**src/rtl/keypad_pkg.sv**
```systemverilog
// rtl/keypad_pkg.sv - shared state type, column-drive constant and key_code layout for the keypad scanner
package keypad_pkg;

    typedef enum logic [1:0] {
        SCAN      = 2'd0,
        PRESS_DEB = 2'd1,
        PRESSED   = 2'd2,
        REL_DEB   = 2'd3
    } keypad_state_t;

    localparam logic [3:0] COL_IDLE = 4'b1110;

    localparam int KEY_ROW_MSB = 3;
    localparam int KEY_ROW_LSB = 2;
    localparam int KEY_COL_MSB = 1;
    localparam int KEY_COL_LSB = 0;

    // Rows are active-low; row 0 wins when several are pulled low together.
    function automatic logic [1:0] first_low_row(input logic [3:0] rows);
        logic [1:0] idx;
        if (!rows[0])      idx = 2'd0;
        else if (!rows[1]) idx = 2'd1;
        else if (!rows[2]) idx = 2'd2;
        else               idx = 2'd3;
        return idx;
    endfunction

endpackage

```
**src/rtl/sync_2ff.sv**
```systemverilog
// rtl/sync_2ff.sv - width-parameterised two-flop synchronizer with a programmable reset value
module sync_2ff #(
    parameter int                WIDTH     = 1,
    parameter logic [WIDTH-1:0]  RESET_VAL = '0
) (
    input  logic             clock,
    input  logic             reset,
    input  logic [WIDTH-1:0] d,
    output logic [WIDTH-1:0] q
);

    logic [WIDTH-1:0] meta;

    always_ff @(posedge clock) begin
        if (reset) begin
            meta <= RESET_VAL;
            q    <= RESET_VAL;
        end else begin
            meta <= d;
            q    <= meta;
        end
    end

endmodule

```
**src/rtl/keypad_scanner.sv**
```systemverilog
// rtl/keypad_scanner.sv - 4x4 matrix keypad scanner with press and release debounce
module keypad_scanner
    import keypad_pkg::*;
#(
    parameter int SCAN_DIV     = 1000,
    parameter int DEBOUNCE_CNT = 20000
) (
    input  logic       clock,
    input  logic       reset,
    input  logic [3:0] row_in,
    output logic [3:0] col_out,
    output logic [3:0] key_code,
    output logic       key_valid,
    output logic       key_held
);

    localparam int DWELL_W = $clog2(SCAN_DIV);
    localparam int DEB_W   = $clog2(DEBOUNCE_CNT);
    localparam logic [DWELL_W-1:0] DWELL_LAST = DWELL_W'(SCAN_DIV - 1);
    localparam logic [DEB_W-1:0]   DEB_LAST   = DEB_W'(DEBOUNCE_CNT - 1);

    keypad_state_t      state, state_next;
    logic [1:0]         col_idx, col_idx_next;
    logic [1:0]         row_idx, row_idx_next;
    logic [DWELL_W-1:0] dwell, dwell_next;
    logic [DEB_W-1:0]   deb_cnt, deb_next;
    logic [3:0]         code_next;
    logic               valid_next, held_next;
    logic [3:0]         row_s;
    logic               row_hit;

    sync_2ff #(.WIDTH(4), .RESET_VAL(4'b1111)) u_row_sync (
        .clock (clock),
        .reset (reset),
        .d     (row_in),
        .q     (row_s)
    );

    // The latched row reads low while its key is still down.
    assign row_hit = ~row_s[row_idx];

    always_comb begin
        state_next   = state;
        col_idx_next = col_idx;
        row_idx_next = row_idx;
        dwell_next   = dwell;
        deb_next     = deb_cnt;
        code_next    = key_code;
        valid_next   = 1'b0;
        held_next    = key_held;
        case (state)
            SCAN: begin
                if (dwell == DWELL_LAST) begin
                    dwell_next = '0;
                    if (row_s == 4'b1111) begin
                        col_idx_next = col_idx + 2'd1;
                    end else begin
                        row_idx_next = first_low_row(row_s);
                        deb_next     = '0;
                        state_next   = PRESS_DEB;
                    end
                end else begin
                    dwell_next = dwell + 1'b1;
                end
            end
            PRESS_DEB: begin
                if (!row_hit) begin
                    col_idx_next = col_idx + 2'd1;
                    dwell_next   = '0;
                    state_next   = SCAN;
                end else if (deb_cnt == DEB_LAST) begin
                    code_next[KEY_ROW_MSB:KEY_ROW_LSB] = row_idx;
                    code_next[KEY_COL_MSB:KEY_COL_LSB] = col_idx;
                    valid_next = 1'b1;
                    held_next  = 1'b1;
                    state_next = PRESSED;
                end else begin
                    deb_next = deb_cnt + 1'b1;
                end
            end
            PRESSED: begin
                if (!row_hit) begin
                    deb_next   = '0;
                    state_next = REL_DEB;
                end
            end
            REL_DEB: begin
                if (row_hit) begin
                    state_next = PRESSED;
                end else if (deb_cnt == DEB_LAST) begin
                    held_next    = 1'b0;
                    col_idx_next = col_idx + 2'd1;
                    dwell_next   = '0;
                    state_next   = SCAN;
                end else begin
                    deb_next = deb_cnt + 1'b1;
                end
            end
            default: state_next = SCAN;
        endcase
    end

    // col_out is registered from the next column index so the drive never glitches.
    always_ff @(posedge clock) begin
        if (reset) begin
            state     <= SCAN;
            col_idx   <= 2'd0;
            row_idx   <= 2'd0;
            dwell     <= '0;
            deb_cnt   <= '0;
            col_out   <= COL_IDLE;
            key_code  <= 4'd0;
            key_valid <= 1'b0;
            key_held  <= 1'b0;
        end else begin
            state     <= state_next;
            col_idx   <= col_idx_next;
            row_idx   <= row_idx_next;
            dwell     <= dwell_next;
            deb_cnt   <= deb_next;
            col_out   <= ~(4'b0001 << col_idx_next);
            key_code  <= code_next;
            key_valid <= valid_next;
            key_held  <= held_next;
        end
    end

endmodule

```
**config.mk**
```make
export PLATFORM = sky130hd
export DESIGN_NAME = keypad_scanner
export DESIGN_NICKNAME = d
export VERILOG_FILES = /design/src/rtl/keypad_pkg.sv /design/src/rtl/sync_2ff.sv /design/src/rtl/keypad_scanner.sv
export SDC_FILE = /design/constraint.sdc
export NUM_CORES = 1
export LEC_CHECK = 0
export CAP_MARGIN = 15
export CORE_ASPECT_RATIO = 0.9
export CORE_UTILIZATION = 40
export DETAILED_ROUTE_END_ITERATION = 7
export HOLD_SLACK_MARGIN = 0.1
export PLACE_DENSITY = 0.57
export SETUP_SLACK_MARGIN = 0.05
export SYNTH_ARGS = -nofsm -noshare
export SYNTH_HDL_FRONTEND = slang
export SYNTH_HIERARCHICAL = 1
export SYNTH_SLANG_ARGS = --single-unit
```
**constraint.sdc**
```tcl
create_clock -name clock -period 2.9 [get_ports clock]
set_clock_uncertainty 0.2 [all_clocks]
set_input_delay 0.58 -clock clock [delete_from_list [all_inputs] [get_ports clock]]
set_output_delay 0.58 -clock clock [all_outputs]
set_load 0.02 [all_outputs]
```
==> impl_metrics.json, run 1 <==
{
  "status": "finished, violations left",
  "drv_slew": 0,
  "yosys_register_bits": 49,
  "p_int_w": 0.00113,
  "p_seq_share_pct": 45.2,
  "synth_warnings": 6,
  "drv_cap": 0,
  "grt_pass1_vias": 1662,
  "critPathSlowestCell": "ha_1",
  "yosysTopAreaCellShare_pct": 40.3,
  "placementRows": 26,
  "syn-num-nets": 282,
  "max_stage_delay_ns": 0.45,
  "antenna_found_initial": 0,
  "hold_buffers": 0,
  "cts_made_buffers": 5,
  "drt_iter0_markers": 91,
  "period_needed_ns": 2.51,
  "end_kind": "flip-flop",
  "postRouteAntennaNets": 0,
  "postCtsSetupBuffers": 0,
  "comb_power_share_pct": 25.1,
  "power.density_nw_per_um2": 601,
  "core_um2": 5790,
  "syn_area_per_cell_um2": 9.02,
  "synth.distinct_cells": 54,
  "ys_top_cells_by_count": "dfxtp_1, nor2_1, nand2_1",
  "synthArstFlopShare_pct": 0,
  "htreeDepth": 2,
  "cts_resized": 0,
  "synth-edff-count": 0,
  "seq_area_frac_synth_pct": 40.3,
  "startpoint_type": "flip-flop",
  "viasPerCell": 5.29,
  "place_area_um2": 2650,
  "fp.dieH_um": 76.0,
  "path_cells": "ha_1 > or2_0 > a22oi_1 > a21boi_0 > nor3_2 > or3b_1",
  "grt_usage_pct": 15.3,
  "critPathKind": "flip-flop to flip-flop",
  "grt_max_degree": 29,
  "cp_max_fo": 10,
  "vias": 1889,
  "final_cell_area_um2": 2770,
  "clockRootBuffer": "clkbuf_8",
  "rsz0062_at_grt": "false",
  "grt_pass1_wl_um": 7880,
  "nets": 298,
  "yosysMostFrequentCell": "dfxtp_1",
  "synth_top_cell_by_area": "dfxtp_1",
  "switching_share_pct": 32.1,
  "ir_drop_mv": 0.348,
  "cp_data_arrival_time_ns": 2.51,
  "setup_viol": 0,
  "relSlewSlack_pct": 42.2,
  "drive_above_1_share_pct": 13.9,
  "synthFlopType": "dfxtp_1",
  "die_w_um": 84.3,
  "timing.setup.tns_ns": 0,
  "gp_congestion": 0.747,
  "dr.pass1.iters": 6,
  "hpwl_um": 3410,
  "wirelength_um": 4690,
  "syn_to_final_growth_pct": 13.7,
  "tightest_slew_ns": 0.867,
  "min_path_type": "flip-flop to flip-flop",
  "power_leakage_nw": 0.945,
  "synthCells": 270,
  "cts_tree": "yes",
  "clk_latency_ns": 0.30,
  "clock-sinks": 49,
  "antenna_cells": 0,
  "overflow": 0,
  "wl_per_cell_um": 13.1,
  "dp_cells": 349,
  "hold_ws_ns": 0.209,
  "synth_area_leaders": "dfxtp_1, nor2_1, xnor2_1",
  "switching_power_w": 0.000533,
  "violations": "design-rule violations",
  "drc": 3,
  "hold_violations": 0,
  "cp.required_ns": 2.89,
  "start_util_pct": 42.1,
  "period_share_pct": 86.6,
  "port_buffers": 15,
  "synth_area_um2": 2440,
  "clkPwrFrac_pct": 29.7,
  "cts.clk_slew.worst_paths_ns": 0.09,
  "dieArea_um2": 6410,
  "io-pin-count": 16,
  "final_cells": 357,
  "clockBufferDepth": 2,
  "clock.fmax_mhz": 398
}
-- path summary, 6_finish.rpt --
check                                         from              end  slack (ns)  cells past startpoint
worst max-delay path                      state[0]       col_out[1]        0.39                      6
worst min-delay path            u_row_sync/meta[1]  u_row_sync/q[1]        0.21                      1
worst max register to register            state[0]       col_out[1]        0.39                      6
worst min register to register  u_row_sync/meta[1]  u_row_sync/q[1]        0.21                      1
-- cell usage in the layout (no fill, tap or decap), types with 7 or more instances in the layout --
cell type and instances:
dfxtp_1 49, nor2_1 29, nand2_1 20, a21oi_1 17
clkdlybuf4s50_1 15, o21ai_0 14, xnor2_1 12, nand3_1 11
inv_1 9, or2_1 9, nand4_1 7, nor3_2 7
-- critical path, delay by kind of cell, from the launching register on --
kind / cells / cell delay (ns)
simple gates: 3 / 0.89
fa+ha+maj: 1 / 0.45
compound gates: 2 / 0.43
flops: 1 / 0.43
-- logic make-up after synthesis --
group                      count (synthesis)  synth area share, %
and+or+nand+nor                          128                 31.6
AOI/OAI and AO/OA                         49                 13.9
DFF                                       49                 40.3
buffers and inverters                     18                 3.13
xor gates and xnor gates                  14                 5.03
muxes                                      6                 2.98
adders and majority gates                  6                 3.08
-- area by class of cell --
cell class                      instances  area (µm²)
Sequential cell                        49         981
Clock inverter                          3        46.3
Fill cell                             546        3020
Inverter                                9        33.8
Clock buffer                            5        68.8
Timing Repair Buffer                   18         173
Multi-Input combinational cell        203        1380
Tap cell                               70        87.6
-- through the flow --
step                power [W]  util, %  setup slack, ns
detailed placement    0.00118     45.8            0.398
finish                0.00166     47.8            0.389
CTS                   0.00168     47.8            0.381
global route          0.00176     47.8            0.220
floorplan             0.00108        -            0.686
global placement      0.00119     45.8            0.430
-- flip-flops by register name (all words and copies together) (netlist names), named ones only --
| name | count |
|---|---|
| key_code | 4 |
| dwell | 10 |
| row_idx | 2 |
| col_idx | 2 |
| u_row_sync/q | 4 |
| u_row_sync/meta | 4 |
| state | 1 |
| col_out | 4 |
| key_held | 1 |
| deb_cnt | 15 |
| key_valid | 1 |
-- power groups by stage --
stage / clock [W] / sequential (W) / combinational (W)
CTS: 0.000505 / 0.000752 / 0.000419
floorplan: 0 / 0.000767 / 0.000314
global placement: 0 / 0.000769 / 0.000421
detailed placement: 0 / 0.000768 / 0.000415
global route: 0.000533 / 0.000759 / 0.000463
finish: 0.000494 / 0.000752 / 0.000417
-- routing by layer --
layer	wire length (µm)	GRT usage, %	vias to the layer above
met3	135	3.47	7
li1	-	-	986
met5	0	0	-
met1	2540	22.3	872
met4	57	5.17	0
met2	1960	22.0	24
No activity file was read; power rests on OpenSTA's default activity.
==> run 2, diff against run 1 <==
- CORE_UTILIZATION: 40 -> 47
- MAX_ROUTING_LAYER: default -> met4
- PLACE_DENSITY: 0.57 -> 0.67
- clock period: 2.9 -> 2.2 ns (I/O delays scaled with it)
==> run 2 against run 1 <==
Against the previous run:
- fmax up 13%
- critical path depth up 1
- the flow finishes with violations (negative setup slack)
- sequential cell count unchanged
- cell area up 32%
- count of clock-buffer cells in the layout unchanged
==> impl_metrics.json, run 2 (synthesis results as in run 1) <==
{
  "relSlewSlack_pct": 71.1,
  "final_cells": 414,
  "syn_to_final_growth_pct": 49.5,
  "die_w_um": 77.9,
  "gp_congestion": 0.815,
  "period_share_pct": 101,
  "tightest_slew_ns": 0.433,
  "final_cell_mix": "buf_4, dfxtp_1, nor2_1, nand2_1, clkdlybuf4s50_1",
  "nets": 360,
  "largest_reg_flops": 15,
  "wirelength_um": 6780,
  "p_seq_share_pct": 36.0,
  "end_kind": "flip-flop",
  "p_total_w": 0.00277,
  "rsz0062_at_grt": "true",
  "clock-sinks": 49,
  "postRouteAntennaNets": 0,
  "r2r_cells": 7,
  "start_util_pct": 49.5,
  "r2r_slack_ns": -0.02,
  "setup_slack_ns": -0.0159,
  "hp-start": "u_row_sync/meta[0]",
  "dieArea_um2": 5480,
  "timing.rr.start": "deb_cnt[7]",
  "drc": 0,
  "grt_usage_pct": 23.8,
  "switching_share_pct": 33.2,
  "comb_power_share_pct": 36.6,
  "cts_tree": "yes",
  "hold_end": "u_row_sync/q[0]",
  "port_buffers": 15,
  "clk_latency_ns": 0.31,
  "hold_buffers": 0,
  "placementRows": 24,
  "cp.required_ns": 2.24,
  "hold_violations": 0,
  "cp_max_fo": 5,
  "violations": "negative setup slack",
  "htreeDepth": 2,
  "drive_above_1_share_pct": 42.1,
  "io-pin-count": 16,
  "cts.clk_slew.worst_paths_ns": 0.09,
  "period_needed_ns": 2.22,
  "drt_iter0_markers": 143,
  "dp_cells": 388,
  "power_leakage_nw": 1.30,
  "setup_viol": 6,
  "startpoint_type": "flip-flop",
  "drv_slew": 0,
  "min_path_type": "flip-flop to flip-flop",
  "cts_made_buffers": 5,
  "largest_registers": "deb_cnt (15), dwell (10)",
  "power.density_nw_per_um2": 762,
  "hpwl_um": 4020,
  "grt_max_degree": 29,
  "clkPwrFrac_pct": 27.4,
  "timing.setup.tns_ns": -0.0575,
  "critPathKind": "flip-flop to flip-flop",
  "viasPerCell": 5.57,
  "status": "finished, violations left",
  "wl_per_cell_um": 16.4,
  "vias": 2305,
  "antenna_cells": 0,
  "grt_pass1_vias": 2230,
  "overflow": 0,
  "finalCoreUtilization_pct": 74.0,
  "final_common_cell": "buf_4",
  "timing.rr.end": "dwell[2]",
  "clock.fmax_mhz": 451,
  "clockBufferDepth": 2,
  "clockRootBuffer": "clkbuf_8",
  "grt_pass1_wl_um": 9880,
  "top_register": "deb_cnt",
  "cp_data_arrival_time_ns": 2.26,
  "drv_cap": 0,
  "core_um2": 4920,
  "p_int_w": 0.00185,
  "fp.dieH_um": 70.3,
  "worstHoldPathCells": 1,
  "dr.pass1.iters": 5,
  "hold_ws_ns": 0.209,
  "ir_drop_mv": 0.421,
  "antenna_found_initial": 0,
  "switching_power_w": 0.000920
}
## run 2: worst max-delay path by stage
stage / start / slack, ns / cells past startpoint / to
floorplan: row_idx[1] / 0.06 / 7 / deb_cnt[14]
global placement: row_idx[1] / -0.21 / 7 / deb_cnt[4]
detailed placement: row_idx[1] / -0.27 / 7 / deb_cnt[4]
CTS: row_idx[1] / 0.01 / 7 / col_out[1]
global route: dwell[3] / -0.13 / 7 / col_out[3]
finish: deb_cnt[7] / -0.02 / 7 / dwell[2]
## run 2: what timing repair did
item	CTS	global route
gates cloned	2	1
resized for setup	25	57
buffers inserted	3	12
endpoints found under the setup margin	25	35
pin swaps	8	31
## run 2: metal layers
metal | GRT usage (%) | part of all wire (%) | vias to the layer above
met5 | - | 0 | -
met1 | 28.2 | 41 | 1100
met2 | 39.5 | 52 | 68
met3 | 4.97 | 4.8 | 17
li1 | - | - | 1120
met4 | 9.05 | 2.4 | 0
## run 2: critical path, cell delays in order (launching register included)
cell	delay (ns)
dfxtp_4	0.36
nor4_4	0.35
buf_4	0.19
nand4_4	0.10
o21ai_4	0.22
nand2_2	0.12
or4_1	0.44
a21oi_2	0.17
## run 2: area by class of cell
class / count / area (µm²)
Inverter: 9 / 36.3
Sequential cell: 49 / 993
Timing Repair Buffer: 78 / 673
Clock buffer: 5 / 68.8
Multi-Input combinational cell: 205 / 1720
Fill cell: 339 / 1280
Clock inverter: 3 / 65.1
Tap cell: 65 / 81.3
## run 2: per-stage QoR
step	instance area, µm²	worst slack (ns)
CTS	3290	0.0120
floorplan	2470	0.0619
detailed placement	3010	-0.266
finish	3640	-0.0159
global route	3640	-0.128
global placement	3010	-0.212
## run 2: power groups by stage
stage	Clock, W	Sequential (W)	Combinational (W)
after floorplan	0	0.00101	0.000419
after global placement	0	0.00100	0.000702
after detailed placement	0	0.00101	0.000713
after CTS	0.000777	0.000992	0.000803
after global routing	0.000808	0.00101	0.00109
final	0.000759	0.000999	0.00102
==> run 3, diff against run 2 <==
- REMOVE_ABC_BUFFERS: default -> 1
==> run 3 against run 2 <==
Against the previous run:
- the run still ends with negative setup slack left
- combinational power shrank 8%
- final cell count grew 1.4%
- hold slack gained 0.0024 ns
- critical path type unchanged
- fmax shrank 2.1%
- non-clock buffer count grew 7
- global-route usage shrank 0.72 points
- setup slack lost 0.047 ns
==> impl_metrics.json, run 3 (synthesis results as in run 1) <==
{
  "syn_to_final_growth_pct": 46.7,
  "critPathKind": "flip-flop to flip-flop",
  "gp_congestion": 0.834,
  "grt_max_degree": 22,
  "r2r_slack_ns": -0.06,
  "htreeDepth": 2,
  "overflow": 0,
  "wl_per_cell_um": 15.0,
  "power.density_nw_per_um2": 703,
  "power_leakage_nw": 1.29,
  "rsz0062_at_grt": "true",
  "antenna_found_initial": 0,
  "end_kind": "flip-flop",
  "setup_slack_ns": -0.0630,
  "timing.rr.start": "deb_cnt[1]",
  "grt_pass1_vias": 2137,
  "violations": "negative setup slack",
  "drv_slew": 0,
  "grt_usage_pct": 23.0,
  "top_register": "deb_cnt",
  "dr.pass1.iters": 4,
  "clock.fmax_mhz": 442,
  "cp_data_arrival_time_ns": 2.32,
  "cts.clk_slew.worst_paths_ns": 0.09,
  "final.fill_count": 359,
  "largest_registers": "deb_cnt (15), dwell (10)",
  "fp.dieH_um": 70.3,
  "port_buffers": 15,
  "timing.rr.end": "col_out[1]",
  "dieArea_um2": 5480,
  "worstHoldPathCells": 1,
  "tightest_slew_ns": 0.432,
  "relSlewSlack_pct": 71.1,
  "cts_tree": "yes",
  "r2r_cells": 8,
  "cp.required_ns": 2.26,
  "ir_drop_mv": 0.471,
  "cp_max_fo": 3,
  "hpwl_um": 3830,
  "core_um2": 4920,
  "finalCoreUtilization_pct": 72.6,
  "hold_end": "u_row_sync/q[0]",
  "io-pin-count": 16,
  "drt_iter0_markers": 110,
  "min_path_type": "flip-flop to flip-flop",
  "hold_violations": 0,
  "clock-sinks": 49,
  "final_cell_mix": "buf_4, dfxtp_1, nor2_1, nand2_1, clkdlybuf4s50_1",
  "hp-start": "u_row_sync/meta[0]",
  "setup_viol": 13,
  "drv_cap": 0,
  "viasPerCell": 5.50,
  "largest_reg_flops": 15,
  "hold_buffers": 0,
  "antenna_cells": 0,
  "cts_made_buffers": 5,
  "vias": 2308,
  "place_ws_ns": -0.212,
  "wirelength_um": 6280,
  "period_share_pct": 103,
  "clockBufferDepth": 2,
  "clk_latency_ns": 0.31,
  "postRouteAntennaNets": 0,
  "grt_pass1_wl_um": 9670,
  "period_needed_ns": 2.26,
  "final_common_cell": "buf_4",
  "start_util_pct": 49.5,
  "nets": 366,
  "status": "finished, violations left",
  "drive_above_1_share_pct": 42.3,
  "die_w_um": 77.9,
  "drc": 0,
  "placementRows": 24,
  "clockRootBuffer": "clkbuf_8",
  "startpoint_type": "flip-flop"
}
run 3: cell types whose count changed in the layout (fill, tap and decap cells not counted), moves of 2 or more:
cell and change:
bufinv_16 -2, o21bai_1 -2, buf_4 +7, nor3b_2 +2
nor2_2 -2, a21oi_2 -4, nor3_2 +5, o21bai_2 +2
a21oi_1 +3, nor3_4 -6, or2_1 -2, nand3_2 +2
or2_4 +2
run 3: worst max path at each step:
| stage | start | to | slack [ns] |
|---|---|---|---|
| 6_report | deb_cnt[1] | col_out[1] | -0.06 |
| 5_1_grt | deb_cnt[14] | deb_cnt[4] | -0.12 |
| 4_1_cts | deb_cnt[0] | col_out[1] | 0.01 |
| 3_5_place_dp | row_idx[1] | deb_cnt[4] | -0.21 |
| 3_3_place_gp | row_idx[1] | deb_cnt[4] | -0.15 |
| 2_1_floorplan | row_idx[1] | deb_cnt[10] | -0.18 |
run 3: power breakdown:
| group | leakage [nW] | internal, W | switching [W] | total (W) |
|---|---|---|---|---|
| clock network | 0.0512 | 0.000255 | 0.000310 | 0.000565 |
| logic | 0.837 | 0.000441 | 0.000498 | 0.000939 |
| registers | 0.402 | 0.000950 | 0.0000591 | 0.00101 |
| total | 1.29 | 0.00165 | 0.000867 | 0.00251 |
run 3: metal layers:
layer	track usage, %	routed length, µm	vias to the layer above
li1	-	-	1128
met1	28.8	2930	1113
met2	37.3	3030	53
met3	3.92	200	14
met4	8.85	123	0
met5	-	0	-
run 3: worst max-delay path, stage by stage (launching register included):
cell and delay [ns]:
dfxtp_2 0.37, ha_4 0.14, and4_4 0.21, buf_6 0.10, and4_4 0.25, a21oi_4 0.06
or4b_4 0.53, and3_4 0.19, or3b_1 0.15
run 3: stage by stage:
| stage | hold slack, ns | area, µm² | TNS (ns) | power, W | cells |
|---|---|---|---|---|---|
| finish | 0.211 | 3570 | -0.303 | 0.00251 | 420 |
| global route | 0.226 | 3570 | -1.63 | 0.00263 | 420 |
| CTS | 0.211 | 3310 | 0 | 0.00232 | 408 |
| detailed placement | 0.189 | 3000 | -2.50 | 0.00169 | 391 |
| global placement | 0.190 | 3000 | -1.19 | 0.00168 | 391 |
| floorplan | 0.183 | 2390 | -2.06 | 0.00141 | 261 |
run 3: layout make-up:
cell class | instances | area (µm²) | area share [%]
flip-flops and latches | 49 | 996 | 27.9
well taps | 65 | 81.3 | 2.28
multi-input cells | 204 | 1650 | 46.3
inverters | 9 | 36.3 | 1.02
clock inverters | 2 | 13.8 | 0.385
clock buffers | 6 | 82.6 | 2.31
repair buffers | 85 | 711 | 19.9
run 3: timing repair:
action / CTS / global route
buffers inserted: 8 / 10
pin swaps: 12 / 25
setup endpoints to repair: 35 / 30
gates resized for setup: 33 / 47
gates cloned: 1 / 2
==> RTL change 1: new RTL, flow settings as in run 1 <==
Reset style: asynchronous (`reset`), changed in 2 clocked blocks. Comments in the files are not updated.
--- a/src/rtl/sync_2ff.sv
+++ b/src/rtl/sync_2ff.sv
@@ -11,7 +11,7 @@
 
     logic [WIDTH-1:0] meta;
 
-    always_ff @(posedge clock) begin
+    always_ff @(posedge clock or posedge reset) begin
         if (reset) begin
             meta <= RESET_VAL;
             q    <= RESET_VAL;
--- a/src/rtl/keypad_scanner.sv
+++ b/src/rtl/keypad_scanner.sv
@@ -101,7 +101,7 @@
     end
 
     // col_out is registered from the next column index so the drive never glitches.
-    always_ff @(posedge clock) begin
+    always_ff @(posedge clock or posedge reset) begin
         if (reset) begin
             state     <= SCAN;
             col_idx   <= 2'd0;
Behaviour: no difference found for any inputs over 10 cycles, from zero or initial values and one cycle with reset high; that may be too few to reach the edited logic, so the function may still have changed.
==> RTL change 1 against run 1 <==
Synthesized area about the same; sequential cell count unchanged; count of clock-buffer cells in the layout rose by 1; routed wire length grew 5.5%; final cell count shrank 7.3%; design area up 0.41%; setup slack better by 0.16 ns; via count is 3.0% lower; first-iteration DRC count up 27%; critical path type unchanged; critical endpoint is now dwell[4].
Power is not compared: it rests on default switching activity, and its combinational part moved more than twofold at a synthesized area within 25%.
==> RTL change 1: results (changes against run 1) <==
[grt]
grt_pass1_vias=1798  ; was 1662
track_usage=0.170  ; was 0.153
grt_pass1_wl_mm=8.60  ; was 7.88 mm
grtUsageMet3=0.0358  ; was 0.0347
met2_usage=0.268  ; was 0.220
grt_max_degree=42  ; was 29

[worst_setup_path]
critPathArrivalTime_ns=2.35  ; was 2.51 ns
critPathMaxFanout=11  ; was 10
cp_top_family=compound AO/OA/AOI/OAI gates  ; was simple AND/OR/NAND/NOR gates
r2r_slack_ns=0.55  ; was 0.39 ns

[final_layout]
nNonClkInverters=11  ; was 9
clkCellAreaFrac=0.0387  ; was 0.0416
multi_input_gates=175  ; was 203
seq_cells=49  ; unchanged
nonClkBufAreaFrac=0.0621  ; was 0.0624
drive_above_1_share=0.142  ; was 0.139

[worst_hold_path]
hold_start=u_row_sync/meta[2]  ; was u_row_sync/meta[1]
holdPathEnd=u_row_sync/q[2]  ; was u_row_sync/q[1]

[yosys]
synth_xor_area_frac=0.0139  ; was 0.0503
synthTopCellsByArea=dfrtp_1 (39%), dfstp_2 (12%), nand2_1 (5.1%)  ; was dfxtp_1 (40%), nor2_1 (4.5%), xnor2_1 (4.3%)
yosys-top-cells-count=dfrtp_1 (38), nand2_1 (33), o21ai_0 (19)  ; was dfxtp_1 (49), nor2_1 (29), nand2_1 (20)
yosysSeqAreaShare=0.509  ; was 0.403
async_flop_share=1.00  ; was 0
synth_compound_area_frac=0.160  ; was 0.139

[run_status]
status=finished clean  ; was finished, violations left

[placement]
gp_congestion=0.755  ; was 0.747
dp_hpwl_mm=3.49  ; was 3.41 mm

[detailed_routing]
wl_met2_mm=2.25  ; was 1.96 mm
dr.pass1.iters=4  ; was 6

## RTL change 1: changes by cell type in the layout (fill, tap and decap cells not counted), sizes merged, moves of 11 or more
cell / run 1 / this run
dfrtp: 0 / 38
dfxtp: 49 / 0
nor2: 30 / 12
a21oi: 21 / 4
nand2: 22 / 33
dfstp: 0 / 11
## RTL change 1: per-stage QoR
| step | std cells | setup WS [ns] | hold slack (ns) | instance area [sq um] | total power (W) |
|---|---|---|---|---|---|
| floorplan | 241 | 0.869 | 0.145 | 2440 | 0.000724 |
| global placement | 323 | 0.578 | 0.145 | 2670 | 0.000738 |
| detailed placement | 323 | 0.594 | 0.147 | 2670 | 0.000738 |
| CTS | 331 | 0.563 | 0.160 | 2780 | 0.00123 |
| global route | 331 | 0.353 | 0.165 | 2780 | 0.00126 |
| finish | 331 | 0.551 | 0.159 | 2780 | 0.00121 |
==> RTL change 2: new RTL, config.mk and constraints of run 1 <==
Made on the original files. The parameter `DEBOUNCE_CNT` goes from 20000 to 5000.
--- a/src/rtl/keypad_scanner.sv
+++ b/src/rtl/keypad_scanner.sv
@@ -3,7 +3,7 @@
     import keypad_pkg::*;
 #(
     parameter int SCAN_DIV     = 1000,
-    parameter int DEBOUNCE_CNT = 20000
+    parameter int DEBOUNCE_CNT = 5000
 ) (
     input  logic       clock,
     input  logic       reset,
Behaviour: same outputs for any inputs over 10 cycles, from zero or initial values and one cycle with reset high; that may be too few to reach the edited logic, so the function may still have changed.
==> RTL change 2 against run 1 <==
Utilization rose by 0.91 points; first-iteration DRC count grew 4.4%; die area decreased by 6.6%; sequential cell count is 2 lower; routed wire length shrank 4.0%; total power down 21%; fmax down 7.8%; non-clock buffer count is 6 higher; final cell count fell by 3.1%; count of clock-buffer cells in the layout rose by 1; synthesized area down 6.8%; largest cell class unchanged; design area fell by 5.9%; setup slack got worse by 0.21 ns.
==> RTL change 2: results (changes against run 1) <==
[yosys]
async_flop_share=0  ; unchanged
synthTopCellsByArea=dfxtp_1 (41%), a21oi_1 (4.6%), nand2_1 (4.0%)  ; was dfxtp_1 (40%), nor2_1 (4.5%), xnor2_1 (4.3%)
yosys-top-cells-count=dfxtp_1 (47), nand2_1 (24), nor2_1 (22)  ; was dfxtp_1 (49), nor2_1 (29), nand2_1 (20)
synth_nets=272  ; was 282
syn_inst=260  ; was 270
yosysSeqAreaShare=0.414  ; was 0.403
synth.distinct_cells=44  ; was 54

[detailed_routing]
drtAntennaViolNets=0  ; unchanged
dr.pass1.iters=4  ; was 6
drt_iter0_drc=95  ; was 91
routedWlPerCell_um=13.0  ; was 13.1 um
vias_per_cell=5.40  ; was 5.29

[power]
leakage_nw=0.933  ; was 0.945 nW
intPower_w=0.000952  ; was 0.00113 W
ir_drop_uv=285  ; was 348 uV

[grt]
grt_pass1_vias=1638  ; was 1662
grt_max_degree=28  ; was 29
antenna_found_initial=0  ; unchanged
grt_pass1_wl_mm=7.60  ; was 7.88 mm
track_usage=0.165  ; was 0.153

[run_status]
status=finished clean  ; was finished, violations left

[placement]
dp_hpwl_mm=3.21  ; was 3.41 mm
gp_congestion=0.782  ; was 0.747
dp_cells=338  ; was 349
place_area_sq_um=2500  ; was 2650 sq um
place_ws_ns=0.198  ; was 0.398 ns

[final_layout]
fin_nets=290  ; was 298
stdcell_count=346  ; was 357
nFillCells=507  ; was 546
diodes=0  ; unchanged
top_regs=deb_cnt: 13 flops, dwell: 10 flops  ; was deb_cnt: 15 flops, dwell: 10 flops
drive_above_1_share=0.100  ; was 0.139
regArea_sq_um=941  ; was 981 sq um

[worst_hold_path]
min_path_type=reg2reg  ; unchanged

[timing]
worst_slack_ns=0.176  ; was 0.389 ns
report.final.slew_viol_count=0  ; unchanged
tightest_slew_ns=0.621  ; was 0.867 ns

[clock_tree]
clk_pin_slew_worst_paths_ns=0.09  ; about the same
insertion_delay_ns=0.30  ; about the same
cts_made_buffers=5  ; unchanged

[worst_setup_path]
critPathMaxFanout=11  ; was 10
critPathArrivalTime_ns=2.70  ; was 2.51 ns
slowest_delay_ns=0.63  ; was 0.45 ns
crit_path_top_delay_cell=mux4_2  ; was ha_1

[RTL change 2: routing by layer]
layer	global-route usage	wire, um	vias up
li1	-	-	982
met4	0.0476	43	0
met3	0.0373	184	5
met2	0.230	1750	38
met5	0	0	-
met1	0.249	2530	845
[RTL change 2: power groups by stage]
stage / combinational (W) / sequential [W] / clock, W
4_1_cts: 0.000210 / 0.000692 / 0.000427
5_1_grt: 0.000235 / 0.000697 / 0.000451
6_report: 0.000210 / 0.000693 / 0.000416
3_5_place_dp: 0.000211 / 0.000707 / 0
2_1_floorplan: 0.000142 / 0.000710 / 0
3_3_place_gp: 0.000208 / 0.000708 / 0
[RTL change 2: layout make-up]
class                   count  share of cell area
inverters                   4             0.00576
repair buffers             24              0.0835
clock inverters             2             0.00624
well taps                  67              0.0322
multi-input cells         196               0.480
clock buffers               6              0.0317
flip-flops and latches     47               0.361
[RTL change 2: logic make-up after synthesis]
kind of cell | after synthesis | synth area share
buffers and inverters | 17 | 0.0380
muxes | 6 | 0.0320
xor gates and xnor gates | 8 | 0.0309
and+or+nand+nor | 122 | 0.296
AOI/OAI and AO/OA | 54 | 0.156
adders and majority gates | 6 | 0.0331
DFF | 47 | 0.414
[RTL change 2: per-stage QoR]
step           total power (W)  hold WS (ns)
6_report               0.00132         0.209
5_1_grt                0.00138         0.224
4_1_cts                0.00133         0.209
3_5_place_dp          0.000918         0.187
3_3_place_gp          0.000916         0.185
2_1_floorplan         0.000852         0.183
[RTL change 2: timing repair]
action | 4_1_cts | 5_1_grt
resized for setup | 0 | 1
hold buffers | 0 | 0
endpoints found under the setup margin | 0 | 14
[RTL change 2: path summary, 6_finish.rpt]
check / startpoint / endpoint / depth (start not counted)
hold / removal: u_row_sync/meta[3] / u_row_sync/q[3] / 1
setup / recovery: row_idx[1] / col_out[3] / 6
hold reg to reg: u_row_sync/meta[3] / u_row_sync/q[3] / 1
setup reg to reg: row_idx[1] / col_out[3] / 6
[RTL change 2: critical path: cells and delay by family (launching register included)]
kind / cells / cell delay (ns)
flops: 1 / 0.38
simple gates: 3 / 0.82
compound gates: 2 / 0.57
mux: 1 / 0.63
